`src/rtl/dot_matrix_scanner_if.sv`:
```
// Scanner bus: divider input, frame-buffer write port, scroll control and LED drive outputs.
interface dot_matrix_scanner_if;
    logic       div_clk;
    logic       wr_en;
    logic [2:0] wr_row;
    logic [7:0] wr_data;
    logic       scroll_en;
    logic [7:0] row;
    logic [7:0] col;
    logic       frame_start;

    modport master (
        output div_clk, wr_en, wr_row, wr_data, scroll_en,
        input  row, col, frame_start
    );

    modport slave (
        input  div_clk, wr_en, wr_row, wr_data, scroll_en,
        output row, col, frame_start
    );
endinterface

```
`src/rtl/dot_matrix_scanner.sv`:
```
// 8x8 LED dot-matrix scanner: row-by-row multiplexing with blanking gaps and
// optional horizontal scrolling of the frame buffer contents.
module dot_matrix_scanner #(
    parameter int unsigned BLANK_CYC     = 4,
    parameter int unsigned SCROLL_FRAMES = 125
) (
    input  logic                  clk,
    input  logic                  rst,
    dot_matrix_scanner_if.slave   bus
);

    localparam int unsigned BC_W = (BLANK_CYC > 1) ? $clog2(BLANK_CYC) : 1;
    localparam int unsigned FC_W = (SCROLL_FRAMES > 1) ? $clog2(SCROLL_FRAMES) : 1;
    localparam logic [BC_W-1:0] BC_LAST = BC_W'(BLANK_CYC - 1);
    localparam logic [FC_W-1:0] FC_LAST = FC_W'(SCROLL_FRAMES - 1);

    typedef enum logic {
        ST_BLANK,
        ST_DRIVE
    } state_t;

    state_t          r_state;
    logic            r_div_clk_d;
    logic [7:0]      r_buf [8];
    logic [BC_W-1:0] r_blank_cnt;
    logic [2:0]      r_row_idx;
    logic [FC_W-1:0] r_frame_cnt;
    logic [2:0]      r_offset;
    logic [7:0]      r_row;
    logic [7:0]      r_col;
    logic            r_frame_start;

    state_t          w_state_nxt;
    logic            w_tick;
    logic [7:0]      w_sel;
    logic [7:0]      w_drive_col;
    logic [BC_W-1:0] w_blank_cnt_nxt;
    logic [2:0]      w_row_idx_nxt;
    logic [FC_W-1:0] w_frame_cnt_nxt;
    logic [2:0]      w_offset_nxt;
    logic [7:0]      w_row_nxt;
    logic [7:0]      w_col_nxt;
    logic            w_frame_start_nxt;

    assign w_tick = bus.div_clk & ~r_div_clk_d;

    // Column c shows pixel (c + offset) mod 8; the 3-bit index sum wraps naturally.
    always_comb begin
        w_sel = r_buf[r_row_idx];
        w_drive_col = '1;
        for (int unsigned c = 0; c < 8; c++) begin
            w_drive_col[c] = ~w_sel[3'(c) + r_offset];
        end
    end

    always_comb begin
        w_state_nxt       = r_state;
        w_blank_cnt_nxt   = r_blank_cnt;
        w_row_idx_nxt     = r_row_idx;
        w_frame_cnt_nxt   = bus.scroll_en ? r_frame_cnt : '0;
        w_offset_nxt      = r_offset;
        w_row_nxt         = r_row;
        w_col_nxt         = r_col;
        w_frame_start_nxt = 1'b0;

        case (r_state)
            ST_BLANK: begin
                w_row_nxt = '0;
                w_col_nxt = '1;
                if (r_blank_cnt == BC_LAST) begin
                    w_state_nxt       = ST_DRIVE;
                    w_blank_cnt_nxt   = '0;
                    w_row_nxt         = 8'h01 << r_row_idx;
                    w_col_nxt         = w_drive_col;
                    w_frame_start_nxt = (r_row_idx == 3'd0);
                end else begin
                    w_blank_cnt_nxt = r_blank_cnt + 1'b1;
                end
            end
            ST_DRIVE: begin
                if (w_tick) begin
                    w_state_nxt   = ST_BLANK;
                    w_row_nxt     = '0;
                    w_col_nxt     = '1;
                    w_row_idx_nxt = r_row_idx + 3'd1;
                    if (r_row_idx == 3'd7 && bus.scroll_en) begin
                        if (r_frame_cnt == FC_LAST) begin
                            w_frame_cnt_nxt = '0;
                            w_offset_nxt    = r_offset + 3'd1;
                        end else begin
                            w_frame_cnt_nxt = r_frame_cnt + 1'b1;
                        end
                    end
                end
            end
            default: begin
                w_state_nxt = ST_BLANK;
            end
        endcase
    end

    always_ff @(posedge clk) begin
        if (!rst) begin
            r_state       <= ST_BLANK;
            r_div_clk_d   <= 1'b1;
            r_blank_cnt   <= '0;
            r_row_idx     <= '0;
            r_frame_cnt   <= '0;
            r_offset      <= '0;
            r_row         <= '0;
            r_col         <= '1;
            r_frame_start <= 1'b0;
        end else begin
            r_state       <= w_state_nxt;
            r_div_clk_d   <= bus.div_clk;
            r_blank_cnt   <= w_blank_cnt_nxt;
            r_row_idx     <= w_row_idx_nxt;
            r_frame_cnt   <= w_frame_cnt_nxt;
            r_offset      <= w_offset_nxt;
            r_row         <= w_row_nxt;
            r_col         <= w_col_nxt;
            r_frame_start <= w_frame_start_nxt;
        end
    end

    always_ff @(posedge clk) begin
        if (!rst) begin
            for (int unsigned i = 0; i < 8; i++) begin
                r_buf[i] <= '0;
            end
        end else if (bus.wr_en) begin
            r_buf[bus.wr_row] <= bus.wr_data;
        end
    end

    assign bus.row         = r_row;
    assign bus.col         = r_col;
    assign bus.frame_start = r_frame_start;

endmodule

```
`src/flat_wrapper.sv`:
```
// flat-port wrapper written by rule: the top's interface ports become plain ports
module dot_matrix_scanner_flat 
#(
    parameter int unsigned BLANK_CYC     = 4,
    parameter int unsigned SCROLL_FRAMES = 125
)
  (clk, rst, bus_div_clk, bus_wr_en, bus_wr_row, bus_wr_data, bus_scroll_en, bus_row, bus_col, bus_frame_start);
  dot_matrix_scanner_if bus_i ();
  input  logic clk;
  input  logic rst;
  input wire logic [$bits(bus_i.div_clk)-1:0] bus_div_clk;
  input wire logic [$bits(bus_i.wr_en)-1:0] bus_wr_en;
  input wire logic [$bits(bus_i.wr_row)-1:0] bus_wr_row;
  input wire logic [$bits(bus_i.wr_data)-1:0] bus_wr_data;
  input wire logic [$bits(bus_i.scroll_en)-1:0] bus_scroll_en;
  output wire logic [$bits(bus_i.row)-1:0] bus_row;
  output wire logic [$bits(bus_i.col)-1:0] bus_col;
  output wire logic [$bits(bus_i.frame_start)-1:0] bus_frame_start;
  assign bus_i.div_clk = bus_div_clk;
  assign bus_i.wr_en = bus_wr_en;
  assign bus_i.wr_row = bus_wr_row;
  assign bus_i.wr_data = bus_wr_data;
  assign bus_i.scroll_en = bus_scroll_en;
  assign bus_row = bus_i.row;
  assign bus_col = bus_i.col;
  assign bus_frame_start = bus_i.frame_start;
  dot_matrix_scanner #(.BLANK_CYC(BLANK_CYC), .SCROLL_FRAMES(SCROLL_FRAMES)) u_core (.clk(clk), .rst(rst), .bus(bus_i));
endmodule
```
`config.mk`:
```
export PLATFORM = sky130hd
export DESIGN_NAME = dot_matrix_scanner_flat
export DESIGN_NICKNAME = d
export VERILOG_FILES = /design/src/rtl/dot_matrix_scanner_if.sv /design/src/rtl/dot_matrix_scanner.sv /design/src/flat_wrapper.sv
export SDC_FILE = /design/constraint.sdc
export NUM_CORES = 1
export LEC_CHECK = 0
export ABC_AREA = 0
export BUFFER_PORTS_ARGS = -buffer_cell sky130_fd_sc_hd__clkbuf_2
export CAP_MARGIN = 25
export CORE_MARGIN = 10
export CORE_UTILIZATION = 60
export DETAILED_ROUTE_END_ITERATION = 6
export GPL_ROUTABILITY_DRIVEN = 1
export GPL_TIMING_DRIVEN = 0
export MAX_ROUTING_LAYER = met4
export PLACE_DENSITY = 0.89
export SYNTH_ARGS = -nofsm -noshare
export SYNTH_HDL_FRONTEND = slang
export SYNTH_SLANG_ARGS = --single-unit
```
`constraint.sdc`:
```
create_clock -name clk -period 2.24 [get_ports clk]
set_clock_uncertainty 0.15 [all_clocks]
set_input_delay 0.336 -clock clk [delete_from_list [all_inputs] [get_ports clk]]
set_output_delay 0.336 -clock clk [all_outputs]
set_load 0.005 [all_outputs]
```
* Word level (Yosys, flattened, before mapping)
Memory sizes are Yosys's and may differ from the RTL's. A register that Yosys moved wholly into a read port is not among the register bits.
Cells that the tools add are included.
** Word-level totals
- Output and inout bits :: 17
- Memories kept :: 1
- Bits in writable memories :: 64
- Register bits after elaboration :: 34
- Word-level logic and storage cells :: 92
- Input port bits :: 16
** Cells by class
- Shift operators :: 1
- Reduce and logical (&&, ||, !) cells :: 6
- Equal/unequal tests :: 4
- Bitwise operators :: 13
- Multiplexer cells :: 40
- Order comparisons :: 8
- Add/sub/neg operators :: 10
** Memory list
- u_core.r_buf :: depth 8, width 8, read ports 1, clocked after Yosys merged registers in 1, write ports 8, line dot_matrix_scanner.sv:24 : logic [7:0] r_buf [8];
** Operators with widths (count)
- $mux 8 :: 5
- $mux 7 :: 5
- $lt 3x4->1 const B :: 8
- $pmux 8 s2 :: 2
- $bmux 1 s3 :: 8
- $mux 1 :: 15
- $add 3x3->3 const A :: 4
- $not 1->1 :: 12
- $mux 3 :: 3
- $reduce_or 8->1 :: 1
- $shl 1x3->8 const A :: 1
- $add 7x1->7 const B :: 1
- $eq 7x7->1 const B :: 1
- $add 2x3->3 const A :: 2
- $reduce_and 4->1 :: 1
- $add 1x3->3 const A :: 1
- $add 3x1->3 const B :: 1
- $eq 3x3->1 const B :: 1
- $logic_not 3->1 :: 1
- $reduce_or 3->1 :: 1
- $add 2x1->2 const B :: 1
- $eq 2x2->1 const B :: 1
- $mux 2 :: 1
- $ne 2x2->1 const B :: 1
- 4 further kinds :: 4

* Longest topological paths before layout
Gate-level depths: netlist of the first run.
- Depth in word-level cells :: 6
- Gate-level depth with buffers :: 7
- Depth with buffers taken out :: 6

* Worst setup path after synthesis of the first run
OpenSTA, ideal clock, no wires.
- Path type :: register -> register
- Start :: register with a tool-made name
- End :: register u_core.r_col[1], in the netlist u_core.bus.col[1]
- Setup slack :: 0.276 ns
- Period minus slack after synthesis :: 1.964 ns
- Buffers on the path :: 2
- Stages on the path, launching flop included :: 8
- Data arrival time :: 1.739 ns
- Path through :: dfxtp_1 > buf_6 > buf_12 > mux4_1 > mux2i_1 > mux4_1 > o22ai_1 > a31oi_1
** RTL lines
- end signal: assignment :: line dot_matrix_scanner.sv:121 : r_col <= w_col_nxt;
- end: declaration :: line dot_matrix_scanner.sv:30 : logic [7:0] r_col;

==> flow_summary_export.csv, run 1 <==
group,metric,value,unit
floorplan,start_util,61.8,%
clocking,cts-htree-levels,3,
sta,slew_headroom,44.5,%
sta,rsz0062_at_grt,"true",
clocking,clock_path_buffers,2,
yosys,ys_ff_latch,101,
route,drtAntennaViolNets,0,
setup_path,crit_fanout,8,
clocking,cts_made_buffers,9,
cells_and_area,syn_to_final_growth,11.9,%
yosys,synth_top_cell_by_area,"edfxtp_1",
pwr,p_leak,2.01,nW
floorplan,die_h,109,µm
setup_path,cp_cell_sequence,"buf_8 > buf_4 > mux4_1 > mux2i_4 > mux4_2 > o22ai_1 > a31oi_1",
pwr,power_density,638,nW/µm²
sta,slew_violations,0,
clocking,cts-root-buf,"clkbuf_8",
clocking,clock_latency,370,ps
cells_and_area,nFillCells,567,
global_routing,overflow,0,
global_routing,grt_pass1_wl,15.9,mm
setup_path,crit_slowest_cell,"mux4_1",
yosys,syn_area_per_cell,13.0,µm²
placement,gp_congestion,0.898,
setup_path,r2r_end,"u_core.bus.col[1]",
floorplan,die_w,109,µm
global_routing,grt_usage,17.8,%
yosys,synthArstFlopShare,0,%
global_routing,grt_max_degree,17,
sta,fmax,456,MHz
clocking,cts_sinks,101,
route,post_drt_via_cell_ratio,6.02,
cells_and_area,final_cell_mix,"65 x and2_1, 64 x edfxtp_1, 36 x dfxtp_1, 33 x clkbuf_2, 33 x nor2_1",
outcome,status,"finished clean",
setup_path,r2r_slack,50,ps
min_path,hold_path.class,"input port to register",
floorplan,rows,32,
placement,dpl.hpwl,7.02,mm
pwr,total_power,3.42,mW
route,routed-via-count,3148,
job,max_cap_violations,0,
yosys,syn-instance-count,369,
setup_path,crit_buf_inv,2,
sta,setup-tns-final,0,ps
yosys,synth_ff_type,"edfxtp_1",
setup_path,reg2reg_depth,7,
global_routing,grt_pass1_vias,3201,
clocking,clk_pin_slew,90,ps
yosys,syn_area,4800,µm²
route,wire_per_inst,19.0,µm
floorplan,core,7770,µm²
yosys,seq_area_frac_synth,55.5,%
setup_path,endpoint,"u_core.bus.col[1]",
sta,finalSetupViolCount,0,
global_routing,grt-busiest-layer,"met2",
pwr,peakVddDrop,0.000568,V
global_routing,met1_usage,19.5,%
route,drc_errors,0,
yosys,synth_area_leaders,"edfxtp_1 40%, dfxtp_1 15%, mux4_1 12%",
setup_path,worstPathArrival,2340,ps
placement,dpl_cell_area,5120,µm²
setup_path,endpoint_kind,"register",
global_routing,antenna_found_initial,0,
yosys,yosys.area.top_type_share,40.1,%
sta,final.min_clock_period,2190,ps
setup_path,worstSetupStartpointType,"register",
setup_path,cpPeakStageDelay,590,ps
yosys,yosysUniqueCellTypes,41,
sta,hold_violations,0,
setup_path,crit_type,"register to register",
global_routing,use_met2,30.7,%
yosys,synth_warnings,0,
clocking,hold_buffers,0,
route,routed_wl,9.96,mm
setup_path,path_depth,7,
yosys,synth_fp_nets,396,
route,drt_pre_antenna_iters,5,
setup_path,required,2380,ps
cells_and_area,final_common_cell,"and2_1",
floorplan,die-area,12000,µm²
route,first_iter_violations,165,
cells_and_area,design_area,5370,µm²
clocking,cts_tree,"built",
setup_path,crit_family,"multiplexers",
sta,worstMarginPinSlew,826,ps
global_routing,grtUsageMet3,5.21,%
sta,fin_crit_sh,97.9,%
placement,port_buffers,31,
cells_and_area,antenna_cells,0,
cells_and_area,final_nets,445,
floorplan,ios,33,
yosys,synth_edf_count,64,
cells_and_area,drive_gt1_share,21.6,%
what timing repair did:
item | in CTS | in global routing
endpoints found under the setup margin | 8 | 31
gates cloned | 0 | 1
setup buffers | 0 | 1
resized for setup | 20 | 17
registers in the layout, summed over array words and instances (netlist names), 2 cells and up, named ones only:
signal,cells
u_core.r_buf,64
u_core.r_row_idx,3
u_core.r_offset,3
u_core.r_frame_cnt,7
u_core.bus.col,8
u_core.r_blank_cnt,2
u_core.bus.row,8
cells in the mapped netlist, types with 3 or more instances:
library cell and number:
a311oi_1 3, mux4_1 22, nor2_1 33, nand2_1 7, o22ai_1 8, ha_1 11, clkbuf_1 7, and2_1 65
dfxtp_1 37, nand2b_1 5, or4_1 4, a22oi_1 4, xor2_1 4, inv_1 17, buf_2 3, mux2i_1 10
a31oi_1 9, a32oi_1 3, nand3_1 6, o21ai_0 9, a21oi_1 6, edfxtp_1 64, nor3_1 5, nand4b_1 4
worst reg2reg max path: stages (launching register included):
cell	delay, ps
dfxtp_2	340
buf_8	140
buf_4	120
mux4_1	590
mux2i_4	220
mux4_2	310
o22ai_1	110
a31oi_1	150
stage by stage:
stage	util (%)	cells	setup WS, ps	hold WS, ps
floorplan	-	369	276	287
global placement	65.4	502	-288	302
detailed placement	65.9	508	-278	302
CTS	68.0	522	5.54	26.9
global route	69.1	523	-44.2	38.0
finish	69.1	523	46.6	56.4
how the worst min path moves through the flow:
stage	from	endpoint	slack, ps	cells past startpoint
global placement	u_core.bus.col[5]	u_core.bus.col[5]	300	2
finish	bus_div_clk	u_core.r_div_clk_d	60	2
global route	bus_div_clk	u_core.r_div_clk_d	40	2
floorplan	bus_div_clk	u_core.r_div_clk_d	290	1
CTS	bus_div_clk	u_core.r_div_clk_d	30	2
detailed placement	u_core.bus.col[7]	u_core.bus.col[7]	300	2
power by group:
part           internal [mW]  switching (mW)  leakage [nW]
registers               2.07          0.0347         0.913
logic                  0.130           0.183          1.01
clock network          0.398           0.608        0.0830
total                   2.60           0.826          2.01
layer usage:
layer | share of wire, % | up-vias
met3 | 8.7 | 10
met5 | 0 | -
met1 | 37 | 1547
li1 | - | 1467
met2 | 53 | 124
met4 | 0.85 | 0
final cells by class:
class / instances / area (µm²) / share of cell area, %
Buffer: 15 / 100 / 1.86
Clock buffer: 9 / 124 / 2.31
Clock inverter: 5 / 38.8 / 0.722
Inverter: 18 / 71.3 / 1.33
Multi-Input combinational cell: 234 / 2020 / 37.6
Sequential cell: 101 / 2660 / 49.6
Tap cell: 102 / 128 / 2.38
Timing Repair Buffer: 39 / 225 / 4.19
kinds of logic after synthesis:
| family | synth area share, % |
|---|---|
| simple gates | 16.0 |
| flops | 55.5 |
| compound gates | 6.16 |
| buf+inv | 3.34 |
| mux | 15.1 |
| fa+ha+maj | 2.87 |
| xor+xnor | 1.10 |
Note: power is estimated with default switching activity, not from simulation.
==> run 2: changes to the inputs <==
==> constraint.sdc (replaced) <==
create_clock -name clk -period 2.2 [get_ports clk]
set_clock_uncertainty 0.15 [all_clocks]
set_input_delay 0.11 -clock clk [delete_from_list [all_inputs] [get_ports clk]]
set_output_delay 0.11 -clock clk [all_outputs]
set_load 0.005 [all_outputs]
==> flow_summary_export.csv, run 2 (synthesis gave the netlist of run 1 again) <==
group,metric,value,unit
sta,final.min_clock_period,2180,ps
route,drt_pre_antenna_iters,4,
clocking,cts_tree,"built",
pwr,p_seq_share,61.1,%
floorplan,die_h,109,µm
sta,rsz0062_at_grt,"true",
cells_and_area,final_cells,535,
floorplan,rows,32,
sta,fmax,459,MHz
setup_path,cpPeakStageDelay,550,ps
sta,slew_violations,0,
clocking,cts-root-buf,"clkbuf_8",
route,drtAntennaViolNets,0,
placement,gp_congestion,0.898,
pwr,total_power,3.51,mW
floorplan,die_w,109,µm
setup_path,crit_type,"register to register",
clocking,clock_path_buffers,2,
placement,dpl.hpwl,7.02,mm
floorplan,ios,33,
sta,worstMarginPinSlew,918,ps
route,routed_wl,10.2,mm
setup_path,endpoint_kind,"register",
cells_and_area,largest_reg_flops,64,
global_routing,grt_max_degree,17,
setup_path,required,2290,ps
pwr,p_sw,0.848,mW
pwr,sw_frac_of_total,24.2,%
sta,hold_violations,0,
route,post_drt_via_cell_ratio,6.00,
cells_and_area,largest_register,"u_core.r_buf",
global_routing,antenna_found_initial,0,
global_routing,overflow,0,
floorplan,core,7770,µm²
sta,fin_crit_sh,99.1,%
cells_and_area,multiInputGateArea,2030,µm²
outcome,status,"finished clean",
pwr,p_clk_share,29.2,%
global_routing,grt_usage,18.2,%
route,first_iter_violations,168,
clocking,clk_pin_slew,90,ps
cells_and_area,final_cell_mix,"65 x and2_1, 64 x edfxtp_1, 36 x dfxtp_1, 33 x nor2_1, 32 x clkbuf_2",
placement,dp.cells,508,
pwr,peakVddDrop,0.000570,V
cells_and_area,syn_to_final_growth,14.6,%
clocking,cts-htree-levels,3,
clocking,cts_made_buffers,9,
route,wire_per_inst,19.1,µm
global_routing,grt_pass1_wl,16.3,mm
pwr,pwr-share-comb,9.7,%
cells_and_area,drive_gt1_share,21.7,%
cells_and_area,seqCellArea,2660,µm²
cells_and_area,final_common_cell,"and2_1",
floorplan,start_util,61.8,%
setup_path,crit_fanout,8,
pwr,p_leak,2.05,nW
setup_path,crit_slowest_cell,"mux4_1",
sta,slew_headroom,38.3,%
clocking,clock_latency,370,ps
pwr,power_density,638,nW/µm²
global_routing,grt_pass1_vias,3295,
setup_path,worstPathArrival,2270,ps
cells_and_area,utilization,70.7,%
placement,preCtsSetupSlack,-113,ps
job,max_cap_violations,0,
sta,finalSetupViolCount,0,
sta,setup-tns-final,0,ps
setup_path,worstSetupStartpointType,"register",
cells_and_area,final_nets,457,
placement,port_buffers,31,
cells_and_area,nFillCells,546,
pwr,p_int,2.66,mW
floorplan,die-area,12000,µm²
route,drc_errors,0,
min_path,hold_path.class,"input port to register",
clocking,cts_sinks,101,
setup_path,cp_cell_sequence,"buf_8 > clkbuf_16 > mux4_2 > mux2i_4 > mux4_1 > o22ai_1 > a31oi_1",
cells_and_area,antenna_cells,0,
sta,fin_ws,19.0,ps
route,routed-via-count,3210,
## run 2: changes by cell type in the layout (fill, tap and decap cells not counted)
cell	before	now
nor3_1	4	5
o22ai_2	1	4
mux4_2	16	17
clkbuf_2	33	32
buf_1	1	2
dlygate4sd3_1	0	11
buf_4	5	6
mux4_1	8	7
o22ai_1	7	4
nor3_2	1	0
## run 2: per-stage QoR
stage / hold slack [ps] / instance area (µm²)
2_1_floorplan: 61.5 / 4800
6_report: 141 / 5500
4_1_cts: 120 / 5420
3_3_place_gp: 188 / 5080
3_5_place_dp: 191 / 5120
5_1_grt: 184 / 5500
## run 2: routing by layer
layer / routed length [µm] / GRT usage, % / vias up
li1: - / - / 1490
met1: 4000 / 19.8 / 1578
met2: 5220 / 31.6 / 127
met3: 795 / 5.32 / 15
met4: 180 / 5.58 / 0
met5: 0 / - / -
## run 2: layout make-up
| type | count | area share (%) |
|---|---|---|
| Clock buffer | 9 | 2.25 |
| Multi-Input combinational cell | 234 | 36.9 |
| Inverter | 18 | 1.30 |
| Tap cell | 102 | 2.32 |
| Buffer | 15 | 1.80 |
| Sequential cell | 101 | 48.5 |
| Clock inverter | 5 | 0.706 |
| Timing Repair Buffer | 51 | 6.24 |
## run 2: timing repair
item / CTS / global route
resized for setup: 21 / 18
gates cloned: 0 / 1
setup endpoints to repair: 8 / 13
pin swaps: 0 / 4
endpoints found under the hold margin: 56 / 0
buffers inserted: 2 / 0
hold buffers: 11 / 0
## run 2: worst max-delay path: cells and delay by family (launching register included)
kind	cells	cell delay [ps]
mux	3	1010
flops	1	330
buf+inv	2	300
compound gates	2	280
## run 2: power groups by stage
stage	Sequential, mW	Combinational (mW)	Clock [mW]
after floorplan	2.17	0.183	0
after global placement	2.18	0.263	0
after detailed placement	2.18	0.285	0
after CTS	2.14	0.319	1.04
after global routing	2.16	0.365	1.10
final	2.14	0.339	1.02
## run 2: worst paths after layout
kind                                        start               endpoint  slack (ps)  depth (start not counted)
worst min register to register  u_core.bus.col[5]      u_core.bus.col[5]         310                          2
worst max register to register           register      u_core.bus.col[3]          20                          7
worst max-delay path                     register      u_core.bus.col[3]          20                          7
worst min-delay path                          rst  u_core.r_frame_cnt[5]         140                          3
==> run 3: changes to the inputs <==
--- a/config.mk
+++ b/config.mk
@@ -9,12 +9,13 @@
 export BUFFER_PORTS_ARGS = -buffer_cell sky130_fd_sc_hd__clkbuf_2
 export CAP_MARGIN = 25
 export CORE_MARGIN = 10
-export CORE_UTILIZATION = 60
+export CORE_UTILIZATION = 45
 export DETAILED_ROUTE_END_ITERATION = 6
 export GPL_ROUTABILITY_DRIVEN = 1
 export GPL_TIMING_DRIVEN = 0
 export MAX_ROUTING_LAYER = met4
-export PLACE_DENSITY = 0.89
+export PLACE_DENSITY = 0.72
+export RECOVER_POWER = 100
 export SYNTH_ARGS = -nofsm -noshare
 export SYNTH_HDL_FRONTEND = slang
 export SYNTH_SLANG_ARGS = --single-unit
==> flow_summary_export.csv, run 3 (synthesis gave the netlist of run 1 again) <==
group,metric,value,unit
clocking,cts_tree,"built",
global_routing,grt_usage,14.0,%
floorplan,ios,33,
setup_path,crit_fanout,5,
global_routing,grt_pass1_wl,16.2,mm
sta,final.min_clock_period,2150,ps
clocking,clock_latency,370,ps
cells_and_area,utilization,53.0,%
global_routing,met1_usage,16.6,%
pwr,peakVddDrop,0.000336,V
route,post_drt_via_cell_ratio,5.50,
global_routing,grt-busiest-layer,"met2",
pwr,p_leak,1.94,nW
placement,dpl.hpwl,6.93,mm
cells_and_area,nFillCells,924,
sta,finalSetupViolCount,0,
placement,port_buffers,31,
cells_and_area,antenna_cells,0,
job,max_cap_violations,0,
cells_and_area,largest_register,"u_core.r_buf",
cells_and_area,final_cells,568,
sta,fin_crit_sh,97.6,%
setup_path,crit_type,"register to register",
route,routed-via-count,3125,
floorplan,die_h,123,µm
setup_path,reg2reg_depth,7,
sta,fmax,466,MHz
route,drt_pre_antenna_iters,5,
setup_path,required,2280,ps
sta,worstMarginPinSlew,965,ps
placement,gp_congestion,0.822,
route,first_iter_violations,283,
global_routing,grt_max_degree,18,
global_routing,antenna_found_initial,0,
global_routing,overflow,0,
global_routing,grt_pass1_vias,3190,
clocking,cts_made_buffers,9,
cells_and_area,final_nets,454,
floorplan,die-area,15200,µm²
global_routing,grtUsageMet3,3.60,%
cells_and_area,largest_reg_flops,64,
sta,slew_violations,0,
cells_and_area,final_common_cell,"edfxtp_1",
floorplan,die_w,123,µm
floorplan,start_util,46.3,%
setup_path,worstSetupStartpointType,"register",
global_routing,use_met2,23.6,%
pwr,power_density,645,nW/µm²
sta,hold_ws,19.7,ps
clocking,cts-root-buf,"clkbuf_8",
min_path,min_path_cells,2,
route,drc_errors,0,
route,wire_per_inst,17.5,µm
clocking,cts_sinks,101,
setup_path,endpoint_kind,"register",
min_path,hold_path.class,"input port to register",
cells_and_area,syn_to_final_growth,14.6,%
cells_and_area,final_cell_mix,"64 x edfxtp_1, 46 x and2_0, 36 x dfxtp_1, 33 x nor2_1, 24 x mux4_2",
sta,slew_headroom,35.1,%
outcome,status,"finished clean",
clocking,clock_path_buffers,2,
floorplan,rows,37,
sta,rsz0062_at_grt,"true",
sta,hold_violations,0,
setup_path,worstPathArrival,2230,ps
route,routed_wl,9.92,mm
route,drtAntennaViolNets,0,
floorplan,core,10400,µm²
placement,dp.cells,542,
clocking,cts-htree-levels,3,
cells_and_area,drive_gt1_share,20.4,%
clocking,clk_pin_slew,90,ps
-- run 3: cell types whose count changed in the layout (fill, tap and decap cells not counted), sizes merged --
| cell | previous run | this run |
|---|---|---|
| buf | 16 | 10 |
| clkbuf | 48 | 54 |
| clkinv | 3 | 2 |
| dlygate4sd3 | 11 | 9 |
| inv | 18 | 20 |
-- run 3: path summary, 6_finish.rpt --
check,slack (ps),startpoint,endpoint
worst max-delay path,50,register,u_core.bus.col[7]
worst min-delay path,20,bus_wr_data[3],u_core.r_buf[5][3]
worst max register to register,50,register,u_core.bus.col[7]
worst min register to register,320,u_core.bus.col[5],u_core.bus.col[5]
-- run 3: what timing repair did --
item,CTS,global route
hold buffers,9,0
setup buffers,1,0
gates cloned,1,0
gates resized for setup,28,22
endpoints found under the setup margin,8,10
pin swaps,0,2
endpoints found under the hold margin,53,0
-- run 3: area by class of cell --
cell class	count	area [µm²]	share of cell area, %
inverters	18	71.3	1.30
flip-flops and latches	101	2660	48.5
clock buffers	10	128	2.32
well taps	136	170	3.10
clock inverters	6	43.8	0.797
repair buffers	48	305	5.55
multi-input cells	234	2020	36.7
plain buffers	15	97.6	1.78
-- run 3: layer usage --
metal / share of wire [%] / vias to the layer above
li1: - / 1481
met1: 42 / 1519
met2: 50 / 117
met3: 7.6 / 8
met4: 0.89 / 0
met5: 0 / -
-- run 3: power breakdown --
part	internal, mW	switching, mW
registers	2.11	0.0374
logic	0.143	0.194
clock network	0.421	0.641
-- run 3: per-stage QoR --
step	worst slack [ps]	power, mW	instance area, µm²	setup TNS (ps)
global placement	-156	2.45	5120	-8640
floorplan	236	2.35	4800	0
global route	-26.3	3.68	5500	-195
CTS	9.35	3.55	5480	0
detailed placement	-185	2.47	5160	-4330
finish	52.0	3.54	5500	0
-- run 3: worst max-delay path, stage by stage (launching register included) --
cell	delay, ps
dfxtp_2	330
buf_6	130
buf_16	140
mux4_2	380
mux2i_4	90
mux4_2	520
o22ai_2	200
a31oi_1	60
